[src/rtl/seq_shifter_pkg.sv]
// Shared types and constants for the iterative shifter: FSM encoding,
// direction codes and default geometry.
package seq_shifter_pkg;

    typedef enum logic [1:0] {
        IDLE  = 2'd0,
        SHIFT = 2'd1,
        DONE  = 2'd2
    } shift_state_t;

    localparam logic DIR_LEFT  = 1'b0;
    localparam logic DIR_RIGHT = 1'b1;

    localparam int DEFAULT_WIDTH = 32;
    localparam int DEFAULT_AMT_W = 5;
    localparam int DEFAULT_STEP  = 1;

endpackage

[src/rtl/seq_shifter_step.sv]
// Combinational single-step shifter: moves the word by k positions left or
// right, filling vacated right-shift bits with fill and left-shift bits with zero.
module shift_step
    import seq_shifter_pkg::*;
#(
    parameter int WIDTH = DEFAULT_WIDTH,
    parameter int AMT_W = DEFAULT_AMT_W
) (
    input  logic [WIDTH-1:0] data,
    input  logic [AMT_W-1:0] k,
    input  logic             dir,
    input  logic             fill,
    output logic [WIDTH-1:0] result
);

    logic [WIDTH-1:0] fill_mask;

    // Ones in the top k positions: exactly the bits a right shift vacates.
    assign fill_mask = ~({WIDTH{1'b1}} >> k);

    always_comb begin
        result = '0;
        if (dir == DIR_RIGHT) begin
            result = (data >> k) | (fill ? fill_mask : '0);
        end else begin
            result = data << k;
        end
    end

endmodule

[src/rtl/seq_shifter.sv]
// Multi-cycle left/right shifter moving STEP bits per clock with valid/ready
// on both sides. Define SEQ_SHIFTER_ARITH_EN to add shift_arith (sign-fill right shifts).
//
// Handshake: a request transfers on a rising edge where in_valid && in_ready;
// a result transfers on a rising edge where out_valid && out_ready. Once
// out_valid is high, shifted_data stays stable until that transfer.
module seq_shifter
    import seq_shifter_pkg::*;
#(
    parameter int WIDTH = DEFAULT_WIDTH,
    parameter int AMT_W = DEFAULT_AMT_W,
    parameter int STEP  = DEFAULT_STEP
) (
    input  logic             clk,
    input  logic             rst,
    input  logic             in_valid,
    output logic             in_ready,
    input  logic [WIDTH-1:0] input_data,
    input  logic [AMT_W-1:0] shift_amount,
    input  logic             shift_dir,
`ifdef SEQ_SHIFTER_ARITH_EN
    input  logic             shift_arith,
`endif
    output logic             out_valid,
    input  logic             out_ready,
    output logic [WIDTH-1:0] shifted_data,
    output logic             busy,
    output logic [1:0]       dbg_state
);

    localparam logic [AMT_W-1:0] STEP_AMT = AMT_W'(STEP);

    shift_state_t     state_q, state_d;
    logic [WIDTH-1:0] work_q;
    logic [WIDTH-1:0] step_data;
    logic [AMT_W-1:0] remaining_q;
    logic [AMT_W-1:0] k;
    logic             dir_q;
    logic             fill;
    logic             accept;
    logic             last_step;

    assign accept    = in_valid && in_ready;
    assign k         = (remaining_q < STEP_AMT) ? remaining_q : STEP_AMT;
    assign last_step = (remaining_q == k);

`ifdef SEQ_SHIFTER_ARITH_EN
    logic arith_q;

    // The MSB never changes during an arithmetic right shift, so it is the sign.
    assign fill = arith_q && (dir_q == DIR_RIGHT) && work_q[WIDTH-1];

    always_ff @(posedge clk) begin
        if (rst) begin
            arith_q <= 1'b0;
        end else if (state_q == IDLE && in_valid) begin
            arith_q <= shift_arith;
        end
    end
`else
    assign fill = 1'b0;
`endif

    shift_step #(
        .WIDTH (WIDTH),
        .AMT_W (AMT_W)
    ) u_step (
        .data   (work_q),
        .k      (k),
        .dir    (dir_q),
        .fill   (fill),
        .result (step_data)
    );

    always_ff @(posedge clk) begin
        if (rst) begin
            state_q <= IDLE;
        end else begin
            state_q <= state_d;
        end
    end

    always_comb begin
        state_d = state_q;
        case (state_q)
            IDLE: begin
                if (in_valid) begin
                    state_d = (shift_amount != '0) ? SHIFT : DONE;
                end
            end
            SHIFT: begin
                if (last_step) begin
                    state_d = DONE;
                end
            end
            DONE: begin
                if (out_ready) begin
                    state_d = IDLE;
                end
            end
            default: state_d = IDLE;
        endcase
    end

    always_comb begin
        in_ready  = (state_q == IDLE);
        out_valid = (state_q == DONE);
        busy      = (state_q != IDLE);
        dbg_state = state_q;
    end

    // shifted_data is only written on entry to DONE so it keeps the last
    // result through IDLE and the next operation's SHIFT cycles.
    always_ff @(posedge clk) begin
        if (rst) begin
            work_q       <= '0;
            dir_q        <= DIR_LEFT;
            remaining_q  <= '0;
            shifted_data <= '0;
        end else begin
            case (state_q)
                IDLE: begin
                    if (accept) begin
                        work_q      <= input_data;
                        dir_q       <= shift_dir;
                        remaining_q <= shift_amount;
                        if (shift_amount == '0) begin
                            shifted_data <= input_data;
                        end
                    end
                end
                SHIFT: begin
                    work_q      <= step_data;
                    remaining_q <= remaining_q - k;
                    if (last_step) begin
                        shifted_data <= step_data;
                    end
                end
                default: ;
            endcase
        end
    end

endmodule
[config.mk]
export PLATFORM = sky130hd
export DESIGN_NAME = seq_shifter
export DESIGN_NICKNAME = d
export VERILOG_FILES = /design/src/rtl/seq_shifter_pkg.sv /design/src/rtl/seq_shifter_step.sv /design/src/rtl/seq_shifter.sv
export SDC_FILE = /design/constraint.sdc
export NUM_CORES = 1
export LEC_CHECK = 0
export CAP_MARGIN = 10
export CORE_UTILIZATION = 64
export CTS_CLUSTER_DIAMETER = 100
export DETAILED_ROUTE_END_ITERATION = 10
export PLACE_DENSITY_LB_ADDON = 0.15
export SLEW_MARGIN = 25
export SYNTH_ARGS = -nofsm -noshare
export SYNTH_HDL_FRONTEND = slang
export SYNTH_HIERARCHICAL = 1
export SYNTH_SLANG_ARGS = --single-unit
[constraint.sdc]
create_clock -name clk -period 9.1 [get_ports clk]
set_clock_uncertainty 0.2 [all_clocks]
set_input_delay 1.365 -clock clk [delete_from_list [all_inputs] [get_ports clk]]
set_output_delay 1.365 -clock clk [all_outputs]
set_load 0.02 [all_outputs]
==> results.yml, run 1 <==
synth:
  synth_flop_cell: "dfxtp_1"
  synth_area_um2: 7996
  synthArstFlopShare: 0
  syn-instance-count: 899
  synth_area_per_cell_um2: 8.895
  ys_seq_elements: 72
  ys_warn_count: 6
  yosys.area.top_type: "dfxtp_1"
  ys_types: 74
  synth_edf_count: 0
  ys_seq_area_frac: 0.1803
  synthTopCellsByArea: "dfxtp_1 18%, mux4_2 11%, mux2i_1 10%, mux4_1 5.9%, nor2_1 5.9%"
  synth_top_area_frac: 0.1803
route:
  drc: 0
  finalWirelength_um: 29510
  vias: 8089
  ant_nets: 0
  routedWlPerCell_um: 27.27
  drt_iter0_drc: 1294
  first_pass_iters: 7
  vias_per_cell: 7.476
clock_tree:
  clk_path_buf_depth: 2
  post_cts_resized: 0
  clk_latency_ns: 0.35
  root_buffer: "clkbuf_16"
  tritoncts: "yes"
  path_clk_slew_ns: 0.06
  h-tree-depth: 3
  hold_buffers: 0
  cts_setup_buffers: 0
  numCtsBuffers: 9
  clkSinkCount: 72
finish:
  ff_latch_area_um2: 1441
  multi_input_area_um2: 5971
  fill_cells: 861
  drive_gt1_frac: 0.1513
  syn2layout_area_growth_pct: 9.889
  final_cell_mix: "126 x nor2_1, 80 x mux2i_1, 77 x clkdlybuf4s50_1"
  final_common_cell: "nor2_1"
  nets: 951
  fin_cells: 1082
worst_hold_path:
  min_path_type: "reg2reg"
  hold_start: "remaining_q[3]"
die:
  die-area_um2: 12950
  start_util: 0.6602
  num_io_pins: 79
  die_height_um: 113.8
  num_rows: 40
  die_w_um: 113.8
  core-area_um2: 12110
setup_path:
  cp.required_ns: 9.14
  end_kind: "flip-flop"
  slowest_stage: "nor4_1"
  worstSetupEndpoint: "shifted_data[11]"
  rrSetupSlack_ns: 4.52
  reg2reg_depth: 11
  crit_arrival_ns: 4.61
  path_max_fanout: 54
  worstSetupPathType: "reg2reg"
  startpoint: "remaining_q[1]"
  cp-start-kind: "flip-flop"
  path_buf_inv: 1
  rr_startpoint: "remaining_q[1]"
  path_depth: 11
  r2r-end: "shifted_data[11]"
  path_cells: "nor4_1 > nand2b_4 > buf_4 > mux4_2 > mux2i_1 > o21ai_0 > a22oi_1 > o21ai_0 > mux2i_1 > nor2_1 > mux2_4"
  crit_family: "multiplexers"
  cpPeakStageDelay_ns: 0.71
timing:
  worst_pin_slew_ns: 1.007
  max_freq_mhz: 218.6
  relSlewSlack: 0.3284
  tns_ns: 0
  setup_viol: 0
  finalMaxSlewViolations: 0
  rsz0062_at_grt: "false"
  period_needed_ns: 4.575
  finalCritPeriodShare: 0.5028
  finalHoldViolCount: 0
  holdWs_ns: 0.3779
global_routing:
  antenna_found_initial: 0
  grt.total_usage: 0.4648
  grt.overflow.total: 0
  grt_max_degree: 105
  grt_pass1_wl_um: 45110
  grt_pass1_vias: 7550
place:
  portBuffers: 78
  place_inst: 1064
  hpwlAfterDp_um: 19910
  place.gp.congestion: 1.051
power_and_ir_drop:
  power.total_mw: 1.534
  power.density_nw_per_um2: 174.5
  p_leak_nw: 3.366
  ir_drop_mv: 0.1753
status:
  status: "complete, no violations"
run:
  maxCapViolCount: 0
[metal layers]
metal / global-route usage / vias up / wire (um)
li1: - / 3394 / -
met1: 0.6279 / 3822 / 11010
met2: 0.6797 / 716 / 12490
met3: 0.1211 / 157 / 4165
met4: 0.2563 / 0 / 1844
met5: 0 / - / 0
[report_power, final]
part	switching, mW	internal [mW]	leakage, nW
sequential	0.0813	0.348	0.591
clock	0.149	0.213	0.146
combinational	0.408	0.335	2.63
total	0.639	0.895	3.37
[state kept, by name (all words and copies together) (netlist names)]
name / count
work_q: 32
dbg_state: 2
remaining_q: 5
shifted_data: 32
dir_q: 1
[metrics by stage]
stage          setup slack (ns)    util  cell area [um^2]
6_report                  4.525  0.7255              8787
5_1_grt                   4.279  0.7251              8782
4_1_cts                   4.619  0.7251              8782
3_5_place_dp              4.770  0.7007              8487
3_3_place_gp              4.906  0.7007              8487
2_1_floorplan             6.019       -              8045
[cells by family (layout without fill, tap and decap cells)]
family / after synthesis / after routing / share of synthesized area
AND/OR/NAND/NOR: 320 / 320 / 0.1867
multiplexers: 199 / 199 / 0.3751
AO/OA/AOI/OAI: 194 / 194 / 0.1724
buffers and inverters: 111 / 111 / 0.08199
flip-flops: 72 / 72 / 0.1803
adder cells (fa/ha/maj): 2 / 2 / 0.003129
other: 1 / 16 / 0.0004690
[worst min path at each step]
stage | depth (start not counted) | endpoint | slack (ns)
floorplan | 2 | dir_q | 0.28
CTS | 2 | remaining_q[3] | 0.36
finish | 2 | remaining_q[3] | 0.38
global route | 2 | remaining_q[3] | 0.42
detailed placement | 2 | remaining_q[3] | 0.35
global placement | 2 | remaining_q[3] | 0.31
[synth_stat cells (all sizes together), types with 6 or more instances]
cell and number:
a211oi 40, a21oi 35, a221o 6, a22oi 6, a31oi 10, buf 53
clkbuf 47, dfxtp 72, inv 11, mux2 59, mux2i 81, mux4 59
nand2 66, nand2b 11, nand3 20, nor2 126, nor2b 42, nor3 20
o211ai 6, o21ai 32, o221ai 6, o22ai 6, or3 7
[worst min-delay path: cells and delay by family, from the launching register on]
kind | cells | cell delay [ns]
flops | 1 | 0.36
simple gates | 1 | 0.09
compound gates | 1 | 0.07
[cell type report]
cell class | count | area share
Clock inverter | 7 | 0.007974
Tap cell | 168 | 0.02392
Timing Repair Buffer | 84 | 0.09369
Antenna cell | 2 | 0.0005696
Inverter | 11 | 0.004699
Clock buffer | 9 | 0.02563
Multi-Input combinational cell | 729 | 0.6795
Sequential cell | 72 | 0.1640
Power figures use the tool's default switching activity.
==> inputs of run 2 (changes only) <==
--- a/config.mk
+++ b/config.mk
@@ -6,7 +6,7 @@
 export NUM_CORES = 1
 export LEC_CHECK = 0
 export CAP_MARGIN = 10
-export CORE_UTILIZATION = 64
+export CORE_UTILIZATION = 54
 export CTS_CLUSTER_DIAMETER = 100
 export DETAILED_ROUTE_END_ITERATION = 10
 export PLACE_DENSITY_LB_ADDON = 0.15
==> constraint.sdc (replaced) <==
create_clock -name clk -period 3.8 [get_ports clk]
set_clock_uncertainty 0.2 [all_clocks]
set_input_delay 0.57 -clock clk [delete_from_list [all_inputs] [get_ports clk]]
set_output_delay 0.57 -clock clk [all_outputs]
set_load 0.02 [all_outputs]
==> run 2 against run 1 <==
  * Final cell count up 3.0%
  * Total power rose to 2.6 times the previous value
  * Sequential cell count unchanged
  * Largest cell class unchanged
  * Design area up 3.0%
  * Global-route usage down 6.2 points
  * Count of clock-buffer cells in the layout unchanged
  * Register-to-register slack worse by 4.3 ns
  * Non-clock buffer count up 19
==> results.yml, run 2 (synthesis results as in run 1) <==
clock_tree:
  path_clk_slew_ns: 0.07
  root_buffer: "clkbuf_16"
  tritoncts: "yes"
  cts_setup_buffers: 0
  clk_latency_ns: 0.36
  h-tree-depth: 3
  numCtsBuffers: 9
  hold_buffers: 0
  clk_path_buf_depth: 2
  clkSinkCount: 72
  post_cts_resized: 0
timing:
  setup_viol: 0
  worst_pin_slew_ns: 0.7873
  finalHoldViolCount: 0
  max_freq_mhz: 276.9
  tns_ns: 0
  rsz0062_at_grt: "false"
  holdWs_ns: 0.3486
  finalCritPeriodShare: 0.9504
  period_needed_ns: 3.611
  relSlewSlack: 0.4741
  finalMaxSlewViolations: 0
setup_path:
  rrSetupSlack_ns: 0.19
  path_cells: "nor4_1 > buf_4 > nand2b_4 > buf_12 > buf_4 > mux4_2 > mux2i_1 > nand2_1 > o21ai_0 > o221ai_1 > mux2i_1 > nor2_1 > mux2_4"
  worstSetupPathType: "reg2reg"
  cpPeakStageDelay_ns: 0.51
  cp-start-kind: "flip-flop"
  slowest_stage: "mux4_2"
  rr_startpoint: "remaining_q[1]"
  reg2reg_depth: 13
  cp.required_ns: 3.85
  path_max_fanout: 34
  r2r-end: "shifted_data[13]"
  end_kind: "flip-flop"
  crit_arrival_ns: 3.66
global_routing:
  grt_pass1_vias: 7375
  antenna_found_initial: 0
  grt.overflow.total: 0
  grt_pass1_wl_um: 45200
  grt.total_usage: 0.4024
  grt_max_degree: 105
finish:
  final_common_cell: "nor2_1"
  biggestRegsByFlops: "shifted_data (32), work_q (32), remaining_q (5)"
  diodes: 0
  nets: 970
  syn2layout_area_growth_pct: 13.19
  fill_cells: 1226
  drive_gt1_frac: 0.1686
  final_cell_mix: "126 x nor2_1, 80 x mux2i_1, 77 x clkdlybuf4s50_1"
power_and_ir_drop:
  p_leak_nw: 3.497
  power.density_nw_per_um2: 434.3
  ir_drop_mv: 0.3013
  power.total_mw: 3.931
die:
  die-area_um2: 15300
  die_w_um: 123.7
  num_io_pins: 79
  die_height_um: 123.7
  num_rows: 44
  start_util: 0.5523
  core-area_um2: 14480
route:
  drc: 0
  vias: 7988
  finalWirelength_um: 30020
  vias_per_cell: 7.164
  drt_iter0_drc: 1021
  ant_nets: 0
  routedWlPerCell_um: 26.93
  first_pass_iters: 5
worst_hold_path:
  min_path_type: "reg2reg"
  hold_end: "remaining_q[3]"
  hold_depth: 2
  hold_start: "remaining_q[3]"
run:
  maxCapViolCount: 0
status:
  status: "complete, no violations"
place:
  place.gp.congestion: 1.005
  portBuffers: 78
  hpwlAfterDp_um: 20500
==> run 2: changes by cell type in the layout (fill, tap and decap cells not counted) <==
cell / change
clkinv_2: -3
buf_12: +4
inv_8: +1
bufinv_16: +2
buf_4: +15
diode_2: -2
==> run 2: cell type report <==
class	instances	area [um^2]	area share
multi-input combinational	729	5971	0.6597
sequential	72	1441	0.1592
timing repair buffer	103	1016	0.1122
tap	184	230.2	0.02544
clock buffer	9	225.2	0.02488
clock inverter	7	126.4	0.01396
inverter	11	41.29	0.004562
==> run 2: critical path: cells and delay by family, from the launching register on <==
kind	cells	cell delay (ns)
buf+inv	3	0.65
compound gates	2	0.39
mux	4	1.40
flops	1	0.45
simple gates	4	0.38
==> run 2: report_power, final <==
part           internal [mW]  leakage, nW  switching, mW  total, mW
clock                  0.652        0.169          0.406       1.06
sequential             0.832        0.591          0.190       1.02
combinational          0.863         2.74          0.989       1.85
==> run 2: how the worst max path moves through the flow <==
stage	from	to	slack (ns)	cells past startpoint
5_1_grt	remaining_q[1]	shifted_data[13]	0.005	13
3_3_place_gp	remaining_q[1]	shifted_data[21]	0.37	12
3_5_place_dp	remaining_q[2]	shifted_data[16]	0.25	13
2_1_floorplan	remaining_q[1]	shifted_data[15]	0.72	10
4_1_cts	remaining_q[2]	shifted_data[16]	0.23	13
6_report	remaining_q[1]	shifted_data[13]	0.19	13
==> run 2: metal layers <==
layer	routed length (um)	global-route usage	vias up
li1	-	-	3433
met1	11770	0.5299	3869
met2	13700	0.6306	592
met3	3211	0.09020	94
met4	1343	0.1762	0
met5	0	0	-
==> run 2: stage by stage <==
| step | util | cells | area [um^2] | setup WS, ns |
|---|---|---|---|---|
| after floorplan | - | 912 | 8045 | 0.7185 |
| after global placement | 0.5995 | 1098 | 8680 | 0.3667 |
| after detailed placement | 0.5995 | 1098 | 8680 | 0.2464 |
| after CTS | 0.6237 | 1114 | 9031 | 0.2279 |
| after global routing | 0.6251 | 1115 | 9051 | 0.005009 |
| final | 0.6251 | 1115 | 9051 | 0.1886 |
==> inputs of run 3 (changes only) <==
--- a/config.mk
+++ b/config.mk
@@ -9,7 +9,7 @@
 export CORE_UTILIZATION = 54
 export CTS_CLUSTER_DIAMETER = 100
 export DETAILED_ROUTE_END_ITERATION = 10
-export PLACE_DENSITY_LB_ADDON = 0.15
+export PLACE_DENSITY = 0.79
 export SLEW_MARGIN = 25
 export SYNTH_ARGS = -nofsm -noshare
 export SYNTH_HDL_FRONTEND = slang
==> run 3 against run 2 <==
  * Sequential cell count unchanged
  * Largest power group unchanged
  * Global-route usage down 2.2 points
  * Via count about the same
  * Utilization down 0.21 points
  * Fmax down 1.7%
  * First-iteration DRC count up 34%
  * Worst setup slack worse by 0.062 ns
  * Critical path type unchanged
  * Largest cell class unchanged
  * Sequential share of layout area up 0.053 points
  * Critical path depth down 1
==> results.yml, run 3 (synthesis results as in run 1) <==
clock_tree:
  post_cts_resized: 0
  hold_buffers: 0
  clk_latency_ns: 0.34
  cts_setup_buffers: 0
  h-tree-depth: 3
  clk_path_buf_depth: 2
  tritoncts: "yes"
  path_clk_slew_ns: 0.06
  clkSinkCount: 72
  root_buffer: "clkbuf_16"
  numCtsBuffers: 9
timing:
  period_needed_ns: 3.673
  timing.final.ws_setup_ns: 0.1270
  finalCritPeriodShare: 0.9666
  finalHoldViolCount: 0
  worst_pin_slew_ns: 1.008
  setup_viol: 0
  rsz0062_at_grt: "false"
  max_freq_mhz: 272.3
  holdWs_ns: 0.3355
  finalMaxSlewViolations: 0
  relSlewSlack: 0.3279
  tns_ns: 0
setup_path:
  worstSetupPathType: "reg2reg"
  path_cells: "nor4_1 > buf_4 > nand2b_4 > buf_12 > mux2_2 > mux2i_1 > mux4_2 > o21ai_0 > buf_4 > mux2i_1 > nor2_1 > mux2_4"
  cp-start-kind: "flip-flop"
  r2r-end: "shifted_data[14]"
  end_kind: "flip-flop"
  path_max_fanout: 28
  rr_startpoint: "remaining_q[4]"
  rrSetupSlack_ns: 0.13
  worstSetupEndpoint: "shifted_data[14]"
  crit_arrival_ns: 3.70
  startpoint: "remaining_q[4]"
  slowest_stage: "mux4_2"
  cpPeakStageDelay_ns: 0.40
  reg2reg_depth: 12
  cp.required_ns: 3.83
worst_hold_path:
  min_path_type: "reg2reg"
  hold_start: "remaining_q[3]"
place:
  place_ws_ns: 0.2235
  hpwlAfterDp_um: 19960
  portBuffers: 78
  placed_area_um2: 8690
  place.gp.congestion: 0.9838
global_routing:
  grt_max_degree: 105
  grt.overflow.total: 0
  grt_pass1_vias: 7328
  grt.total_usage: 0.3804
  antenna_found_initial: 0
  grt_pass1_wl_um: 43070
route:
  routedWlPerCell_um: 26.05
  ant_nets: 0
  drt_iter0_drc: 1370
  vias: 7985
  vias_per_cell: 7.181
  drc: 0
  finalWirelength_um: 28970
  first_pass_iters: 6
finish:
  final_common_cell: "nor2_1"
  nets: 967
  drive_gt1_frac: 0.1670
  biggestRegsByFlops: "shifted_data (32), work_q (32), remaining_q (5)"
  diodes: 0
  syn2layout_area_growth_pct: 12.81
  final_cell_mix: "126 x nor2_1, 79 x mux2i_1, 77 x clkdlybuf4s50_1"
  fin_area_um2: 9021
power_and_ir_drop:
  switching_share: 0.4030
  p_int_mw: 2.284
  switchingPower_mw: 1.542
  power.density_nw_per_um2: 424.2
  ir_drop_mv: 0.2727
  clkPwrFrac: 0.247
  p_leak_nw: 3.482
  power_frac_comb: 0.491
  p_seq_frac: 0.262
die:
  die-area_um2: 15300
  num_io_pins: 79
  die_height_um: 123.7
  die_w_um: 123.7
  core-area_um2: 14480
  start_util: 0.5523
  num_rows: 44
run:
  maxCapViolCount: 0
status:
  status: "complete, no violations"
==> run 3: cell count changes in the layout (fill, tap and decap cells not counted), sizes merged <==
cell | before | now
buf | 26 | 23
clkinvlp | 1 | 0
clkinv | 0 | 2
bufinv | 3 | 2
==> run 3: worst min path at each step <==
stage | to | slack, ns | cells past startpoint
after global placement | remaining_q[3] | 0.31 | 2
after CTS | remaining_q[3] | 0.33 | 2
final | remaining_q[3] | 0.34 | 2
after global routing | remaining_q[3] | 0.36 | 2
after floorplan | dir_q | 0.28 | 2
after detailed placement | remaining_q[3] | 0.32 | 2
==> run 3: layout make-up <==
type | count | area [um^2]
sequential | 72 | 1441
clock buffer | 9 | 225.2
tap | 184 | 230.2
inverter | 11 | 41.29
multi-input combinational | 729 | 5974
fill | 1259 | 5458
timing repair buffer | 100 | 1006
clock inverter | 7 | 102.6
==> run 3: power by group through the flow <==
stage               sequential, mW  combinational, mW  clock (mW)
detailed placement            1.00               1.75           0
global route                  1.00               1.97       0.986
CTS                          0.987               1.77       0.953
floorplan                    0.942               1.39           0
finish                        1.00               1.88       0.946
global placement              1.00               1.73           0
==> run 3: critical path: cells and delay by family (launching register included) <==
family          cells  cell delay [ns]
mux                 5             1.68
buf+inv             3             0.61
compound gates      1             0.10
flops               1             0.36
simple gates        3             0.59
==> run 3: through the flow <==
step | utilization | std cells | power (mW)
3_5_place_dp | 0.6002 | 1096 | 2.754
2_1_floorplan | - | 912 | 2.330
4_1_cts | 0.6228 | 1112 | 3.707
5_1_grt | 0.6231 | 1112 | 3.962
3_3_place_gp | 0.6002 | 1096 | 2.734
6_report | 0.6231 | 1112 | 3.827
==> run 3: per-layer routing <==
metal,vias to the layer above,track usage,share of wire
li1,3431,-,-
met5,-,0,0
met2,690,0.5684,0.43
met3,157,0.1090,0.13
met4,0,0.2432,0.069
met1,3707,0.4794,0.37
